$ cat src/rtl/seq_det_pkg.sv
// Shared definitions for the serial sequence detector: FSM encoding, size defaults, length check.
// Latency: n/a (types, constants and a pure function only).
// Backpressure: n/a.
package seq_det_pkg;

    localparam int MAX_LEN_DEF = 8;
    localparam int CNT_W_DEF   = 8;
    localparam int LEN_W       = 4;

    typedef enum logic [1:0] {
        ST_IDLE  = 2'd0,
        ST_ARMED = 2'd1,
        ST_RUN   = 2'd2,
        ST_DONE  = 2'd3
    } state_e;

    // A length is usable when it selects at least one bit and no more than the history holds.
    function automatic logic len_legal(input logic [LEN_W-1:0] len, input int unsigned max_len);
        return (len != '0) && (32'(len) <= max_len);
    endfunction

endpackage

$ cat src/rtl/pattern_match_core.sv
// Serial history shift register plus masked compare of the newest len bits against the pattern.
// Latency: hit is combinational on the incoming bit; history updates on the next rising edge.
// Backpressure: none; a bit is taken only when shift_en_i is high, clear_i takes priority.
module pattern_match_core
    import seq_det_pkg::*;
#(
    parameter int MAX_LEN = MAX_LEN_DEF
) (
    input  logic               clk,
    input  logic               reset,
    input  logic               bit_i,
    input  logic               shift_en_i,
    input  logic               clear_i,
    input  logic [MAX_LEN-1:0] pattern_i,
    input  logic [LEN_W-1:0]   len_i,
    output logic               hit_o
);

    logic [MAX_LEN-1:0] hist_q;
    logic [MAX_LEN-1:0] hist_d;
    logic [MAX_LEN-1:0] cand;
    logic [MAX_LEN-1:0] mask;

    // Candidate history includes the bit being sampled now, so a match is seen on its last bit.
    always_comb begin
        cand = (hist_q << 1) | MAX_LEN'(bit_i);
        mask = '0;
        for (int i = 0; i < MAX_LEN; i++) begin
            mask[i] = (i < int'(len_i));
        end
        hit_o  = (((cand ^ pattern_i) & mask) == '0);
        hist_d = hist_q;
        if (clear_i) begin
            hist_d = '0;
        end else if (shift_en_i) begin
            hist_d = cand;
        end
    end

    // History register with synchronous reset.
    always_ff @(posedge clk) begin
        if (reset) begin
            hist_q <= '0;
        end else begin
            hist_q <= hist_d;
        end
    end

endmodule

$ cat src/rtl/seq_det_ctrl.sv
// Configurable serial pattern detector: config handshake, armed/run/done control, match counting.
// Latency: z pulses one cycle after the matching bit is sampled; err one cycle after a bad config.
// Backpressure: cfg_ready is high only in IDLE; x is taken only in RUN when x_valid is high.
module seq_det_ctrl
    import seq_det_pkg::*;
#(
    parameter int MAX_LEN = MAX_LEN_DEF,
    parameter int CNT_W   = CNT_W_DEF
) (
    input  logic               clk,
    input  logic               reset,
    input  logic               cfg_valid,
    output logic               cfg_ready,
    input  logic [MAX_LEN-1:0] cfg_pattern,
    input  logic [LEN_W-1:0]   cfg_len,
    input  logic               cfg_overlap,
    input  logic [CNT_W-1:0]   cfg_target,
    input  logic               start,
    input  logic               stop,
    input  logic               x,
    input  logic               x_valid,
    output logic               z,
    output logic [CNT_W-1:0]   match_cnt,
    output logic               busy,
    output logic               done,
    output logic               err
);

    localparam int BCW = $clog2(MAX_LEN + 1);

    state_e             state_q, state_d;
    logic [MAX_LEN-1:0] pat_q, pat_d;
    logic [LEN_W-1:0]   len_q, len_d;
    logic               ovl_q, ovl_d;
    logic [CNT_W-1:0]   tgt_q, tgt_d;
    logic [CNT_W-1:0]   mcnt_q, mcnt_d;
    logic [BCW-1:0]     bcnt_q, bcnt_d;
    logic               z_q, z_d;
    logic               err_q, err_d;

    logic               hit;
    logic               shift_en;
    logic               hist_clr;
    logic               enough_bits;
    logic               match;

    pattern_match_core #(
        .MAX_LEN (MAX_LEN)
    ) u_core (
        .clk        (clk),
        .reset      (reset),
        .bit_i      (x),
        .shift_en_i (shift_en),
        .clear_i    (hist_clr),
        .pattern_i  (pat_q),
        .len_i      (len_q),
        .hit_o      (hit)
    );

    // Next-state and datapath control; every run-time decision is made here.
    always_comb begin
        state_d     = state_q;
        pat_d       = pat_q;
        len_d       = len_q;
        ovl_d       = ovl_q;
        tgt_d       = tgt_q;
        mcnt_d      = mcnt_q;
        bcnt_d      = bcnt_q;
        z_d         = 1'b0;
        err_d       = 1'b0;
        shift_en    = 1'b0;
        hist_clr    = 1'b0;
        // The current bit counts toward the required length.
        enough_bits = ((int'(bcnt_q) + 1) >= int'(len_q));
        match       = 1'b0;

        unique case (state_q)
            ST_IDLE: begin
                if (cfg_valid) begin
                    if (len_legal(cfg_len, MAX_LEN)) begin
                        pat_d   = cfg_pattern;
                        len_d   = cfg_len;
                        ovl_d   = cfg_overlap;
                        tgt_d   = cfg_target;
                        mcnt_d  = '0;
                        state_d = ST_ARMED;
                    end else begin
                        err_d = 1'b1;
                    end
                end
            end
            ST_ARMED: begin
                // An abort request outranks arming when both arrive together.
                if (stop) begin
                    state_d = ST_IDLE;
                end else if (start) begin
                    hist_clr = 1'b1;
                    bcnt_d   = '0;
                    state_d  = ST_RUN;
                end
            end
            ST_RUN: begin
                if (x_valid) begin
                    shift_en = 1'b1;
                    match    = enough_bits && hit;
                    if (bcnt_q != BCW'(MAX_LEN)) begin
                        bcnt_d = bcnt_q + 1'b1;
                    end
                    if (match) begin
                        z_d = 1'b1;
                        if (mcnt_q != '1) begin
                            mcnt_d = mcnt_q + 1'b1;
                        end
                        // Without overlap the next match must be built from fresh bits.
                        if (!ovl_q) begin
                            bcnt_d = '0;
                        end
                        if ((tgt_q != '0) && (mcnt_d == tgt_q)) begin
                            state_d = ST_DONE;
                        end
                    end
                end
                if (stop) begin
                    state_d = ST_DONE;
                end
            end
            ST_DONE: begin
                // The cfg_valid that leaves DONE is not itself accepted (cfg_ready is low here).
                if (start || cfg_valid) begin
                    state_d = ST_IDLE;
                end
            end
            default: begin
                state_d = ST_IDLE;
            end
        endcase
    end

    // State and datapath registers; reset overrides every other input.
    always_ff @(posedge clk) begin
        if (reset) begin
            state_q <= ST_IDLE;
            pat_q   <= '0;
            len_q   <= '0;
            ovl_q   <= 1'b0;
            tgt_q   <= '0;
            mcnt_q  <= '0;
            bcnt_q  <= '0;
            z_q     <= 1'b0;
            err_q   <= 1'b0;
        end else begin
            state_q <= state_d;
            pat_q   <= pat_d;
            len_q   <= len_d;
            ovl_q   <= ovl_d;
            tgt_q   <= tgt_d;
            mcnt_q  <= mcnt_d;
            bcnt_q  <= bcnt_d;
            z_q     <= z_d;
            err_q   <= err_d;
        end
    end

    assign cfg_ready = (state_q == ST_IDLE);
    assign busy      = (state_q == ST_RUN);
    assign done      = (state_q == ST_DONE);
    assign z         = z_q;
    assign err       = err_q;
    assign match_cnt = mcnt_q;

endmodule

$ cat config.mk
export PLATFORM = sky130hd
export DESIGN_NAME = seq_det_ctrl
export DESIGN_NICKNAME = d
export VERILOG_FILES = /design/src/rtl/seq_det_pkg.sv /design/src/rtl/pattern_match_core.sv /design/src/rtl/seq_det_ctrl.sv
export SDC_FILE = /design/constraint.sdc
export NUM_CORES = 1
export LEC_CHECK = 0
export ABC_AREA = 1
export CORE_MARGIN = 4
export CORE_UTILIZATION = 58
export CTS_CLUSTER_DIAMETER = 150
export DETAILED_ROUTE_END_ITERATION = 12
export GPL_TIMING_DRIVEN = 0
export PLACE_DENSITY = 0.85
export SLEW_MARGIN = 20
export SYNTH_ARGS = -nofsm -noshare
export SYNTH_HDL_FRONTEND = slang
export SYNTH_SLANG_ARGS = --single-unit
$ cat constraint.sdc
create_clock -name clk -period 5.6 [get_ports clk]
set_input_delay 0.84 -clock clk [delete_from_list [all_inputs] [get_ports clk]]
set_output_delay 0.84 -clock clk [all_outputs]
set_load 0.03 [all_outputs]
---- After elaboration in Yosys (flattened, before gate mapping) ----
Index checks and enable logic that the tools add are counted.
word-level totals
  register bits after elaboration ......... 44
  input port bits ......................... 28
  word-level logic and storage cells ...... 97
cells by class
  add/sub/neg operators ................... 3
  order comparisons ....................... 10
  eq/ne operators ......................... 17
  multiplexer cells ....................... 33
  bitwise operators ....................... 7
  reductions and logical operators ........ 17
operators by type and width
  cell                 number
  $mux 8               8
  $mux 4               6
  $mux 2               9
  $lt 3x4->1 const A   4
  $pmux 8 s2           1
  $add 8x1->8 const B  1
  $and 8x8->8          1
  $eq 8x8->1           1
  $logic_not 8->1      1
  $lt 1x4->1 const A   2
  $lt 2x4->1 const A   2
  $ne 2x2->1 const B   4
  $ne 8x8->1 const B   1
  $or 8x1->8           1
  $pmux 2 s4           1
  $pmux 4 s2           1
  $reduce_bool 8->1    1
  $xor 8x8->8          1
  $mux 1               7
  $reduce_and 7->1     1
  $ne 2x1->1 const B   3
  $ne 3x2->1 const B   2
  $ne 3x3->1 const B   2
  $reduce_or 3->1      2
  other kinds (17)     24

---- Longest topological paths before layout ----
  word-level depth ........................ 15
  depth in mapped cells ................... 15
  gate-level depth less buffers ........... 15

---- Cells and area by module ----
From an unflattened synthesis, not the netlist that was laid out.
unflattened totals
  cell total of the unflattened synthesis .. 410
  area, all modules ....................... 2,697.6 um^2
modules (own cells, without submodules)
  module              instances  cells each  area an instance (um^2)  sequential area each (um^2)
  seq_det_ctrl        1          318         2,185.8                  740.7
  pattern_match_core  1          92          511.7                    140.1

---- Least setup slack after synthesis ----
No wires, ideal clock.
  kind .................................... register to register
  start point ............................. reg mcnt_q[0] (netlist: match_cnt[0])
  end point ............................... reg (tool-made name)
  setup time .............................. 0.131 ns
  arrival time ............................ 1.927 ns
  required time ........................... 5.469 ns
  path slack .............................. 3.543 ns
  stages on the path, launching flop included .. 16
  buffers on the path ..................... 1
  period minus slack after synthesis ...... 2.057 ns
  cells stage by stage .................... dfxtp_1 > ha_1 > nand2_2 > nor2_4 > nand2_4 > buf_6 > nand2_2 > nand2_2 > nand2_2 > nand3_2 > nor2_1 > nand3_1 > nand2_2 > nand3_2 > nand2_2 > a21oi_2
RTL lines
  what                    line                 RTL
  start, declared         seq_det_ctrl.sv:36   logic [CNT_W-1:0] mcnt_q, mcnt_d;
  start signal, assigned  seq_det_ctrl.sv:157  mcnt_q <= mcnt_d;

==> impl_metrics.env <==
export IMPL_mostFrequentLayoutCells="nand2_1, inv_1, dfxtp_1"
export IMPL_syn2layout_area_growth_pct=21.30
export IMPL_drive_gt1_share_pct=8.219
export IMPL_final_net_count=472
export IMPL_grt_start_max_net_pins=14
export IMPL_numCtsBuffers=5
export IMPL_clkTransAtPathRegs_ps=90
export IMPL_cts_resized=0
export IMPL_die_w_um=74.45
export IMPL_arrival_ps=2210
export IMPL_utilization_pct=74.97
export IMPL_grt_pass1_wl_mm=11.28
export IMPL_num_antenna_cells=0
export IMPL_grt_setup_unrepaired="no"
export IMPL_p_leak_nw=1.346
export IMPL_dieArea_um2=5543
export IMPL_power_density_nw_per_um2=238.0
export IMPL_start_util_pct=61.81
export IMPL_fin_crit_ps=3053
export IMPL_via_count=2729
export IMPL_period_share_pct=54.52
export IMPL_clockBufferDepth=2
export IMPL_track_usage_pct=26.37
export IMPL_timing_rr_start="bcnt_q[0]"
export IMPL_timing_rr_end="match_cnt[1]"
export IMPL_htreeDepth=2
export IMPL_switching_power_mw=0.2416
export IMPL_path_cells="inv_1, nor2_1, clkbuf_1, clkdlybuf4s50_1"
export IMPL_clk_root_buffer_cell="clkbuf_8"
export IMPL_multi_input_area_um2=1413
export IMPL_io_pins=41
export IMPL_worst_pin_slew_ps=648.5
export IMPL_ys_warn_count=0
export IMPL_synth_seq_cells=44
export IMPL_slew_headroom_pct=56.76
export IMPL_syn_mean_instance_area_um2=6.550
export IMPL_synth_cell_types=32
export IMPL_clkPwrFrac_pct=28.9
export IMPL_status="finished, final reports clean"
export IMPL_rows=23
export IMPL_drt_initial_drc_count=279
export IMPL_finClkSkew_ps=9.519
export IMPL_nFillCells=363
export IMPL_hold_violations=0
export IMPL_power_mw=0.7395
export IMPL_place_hpwl_mm=4.934
export IMPL_drt_pass1_iter_count=5
export IMPL_ant_nets=0
export IMPL_grt_remaining_overflow=0
export IMPL_cp_slowest_cell="clkdlybuf4s50_1"
export IMPL_worstHoldPathType="flip-flop to flip-flop"
export IMPL_clkLatencyLatePin_ps=310
export IMPL_cp_num_buf_inv=3
export IMPL_crit_end="busy"
export IMPL_p_int_mw=0.4980
export IMPL_critPathRequiredTime_ps=4760
export IMPL_antenna_found_initial=0
export IMPL_postCtsSetupRepairBufs=0
export IMPL_syn_nets=426
export IMPL_grt_pass1_vias=2560
export IMPL_core_area_um2=4144
export IMPL_gp_congestion=0.8714
export IMPL_end_kind="output port"
export IMPL_fmax_mhz=327.5
export IMPL_layout_commonest_cell="nand2_1"
export IMPL_path_class="flip-flop to output port"
export IMPL_drcViolationCount=0
export IMPL_drv_slew=0
export IMPL_path_depth=4
export IMPL_clock_sinks=44
export IMPL_ys_seq_area_share_pct=34.39
export IMPL_cp_max_fo=10
export IMPL_wirelength_mm=6.727
export IMPL_syn_inst=391
export IMPL_die_y_um=74.45
export IMPL_finalSetupViolations=0
export IMPL_crit_family="buffers and inverters"
export IMPL_worst_setup_path_start_kind="flip-flop"
export IMPL_cts_tree="yes"
export IMPL_register_area_um2=880.8
export IMPL_port_buffers=39
export IMPL_netlist_area_um2=2561
export IMPL_postCtsHoldBufs=0
export IMPL_ir_drop_v=0.0001754
export IMPL_rr_worst_depth=14
export IMPL_vias_per_cell=5.592
export IMPL_seqPwrFrac_pct=47.2
export IMPL_comb_power_share_pct=23.9
export IMPL_tns_ps=0
export IMPL_slowest_delay_ps=790
export IMPL_drv_cap=0
export IMPL_wl_per_cell_um=13.78
export IMPL_sw_frac_of_total_pct=32.67
export IMPL_r2r_slack_ps=3070
## state kept, by name, indices dropped and copies added, names as in the netlist, named ones only
name           flops
z                  1
ovl_q              1
state_q            1
err                1
bcnt_q             4
len_q              4
pat_q              8
u_core.hist_q      7
match_cnt          8
tgt_q              8
## worst register-to-register path: stages (launching register included)
cell and delay (ps):
dfxtp_1 440, ha_1 220, xor2_1 250, ha_1 310, nand2_1 80, nand2_1 60
nand3_1 70, nand4_1 130, nand3_2 160, nor2_1 70, nor2_2 200, nor2_8 90
inv_2 150, nand2_1 70, a21oi_1 150
## layer usage
layer / GRT usage (%) / vias to the layer above / wire length, um
met3: 5.811 / 15 / 512
met2: 42.63 / 102 / 3028
met4: 7.905 / 0 / 110
li1: - / 1346 / -
met5: 0 / - / 0
met1: 35.20 / 1266 / 3076
## cells by family after synthesis
group,count (synthesis),share of synthesized area (%)
simple gates,194,35.08
xor+xnor,7,2.394
buf+inv,69,10.45
compound gates,70,14.26
fa+ha+maj,7,3.419
flops,44,34.39
## how the worst min path moves through the flow
stage,from,end,slack (ps),depth (start not counted)
floorplan,pat_q[3],pat_q[3],440,2
global placement,pat_q[0],pat_q[0],460,2
detailed placement,pat_q[6],pat_q[6],470,2
CTS,pat_q[6],pat_q[6],480,2
global route,pat_q[6],pat_q[6],500,2
finish,pat_q[6],pat_q[6],480,2
## power by group through the flow
stage / registers [mW] / clock network [mW] / logic, mW
2_1_floorplan: 0.353 / 0 / 0.114
6_report: 0.349 / 0.213 / 0.177
5_1_grt: 0.352 / 0.226 / 0.196
3_5_place_dp: 0.356 / 0 / 0.172
4_1_cts: 0.349 / 0.213 / 0.175
3_3_place_gp: 0.355 / 0 / 0.169
## metrics by stage
step	instances	worst slack (ps)	instance area, um2	hold WS (ps)
floorplan	391	3543	2561	443.9
global placement	480	2610	3014	458.7
detailed placement	480	2595	3014	465.6
CTS	488	2581	3107	477.1
global route	488	2511	3107	501.1
finish	488	2547	3107	475.4
## Yosys cell counts
library cell	n	share of area (%)
nand2_1	84	12
inv_1	55	8.1
dfxtp_1	44	34
nor2_1	41	6.0
nand3_1	36	7.0
o21ai_0	32	6.3
a21oi_1	30	5.9
nand2_2	8	2.0
nand4_1	8	2.0
ha_1	7	3.4
clkbuf_1	6	0.88
inv_2	5	0.73
nand3_2	4	1.6
nor3_1	4	0.78
xor2_1	4	1.4
o21ai_1	3	0.59
xnor2_1	3	1.0
nor2_2	2	0.49
nor2_4	2	0.88
a211oi_1	1	0.29
a21oi_2	1	0.34
buf_1	1	0.15
buf_2	1	0.20
buf_6	1	0.44
nand2_4	1	0.44
nor2_8	1	0.78
nor3_2	1	0.39
nor4_1	1	0.24
o211ai_1	1	0.29
o21bai_1	1	0.29
o32ai_1	1	0.34
or2_2	1	0.24
## layout make-up
type,instances,share of cell area [%]
Buffer,9,1.369
Clock buffer,6,2.658
Clock inverter,2,0.3222
Inverter,60,7.249
Multi-Input combinational cell,278,45.47
Sequential cell,44,28.35
Tap cell,50,2.014
Timing Repair Buffer,39,12.57
Note: power is estimated with default switching activity, not from simulation.
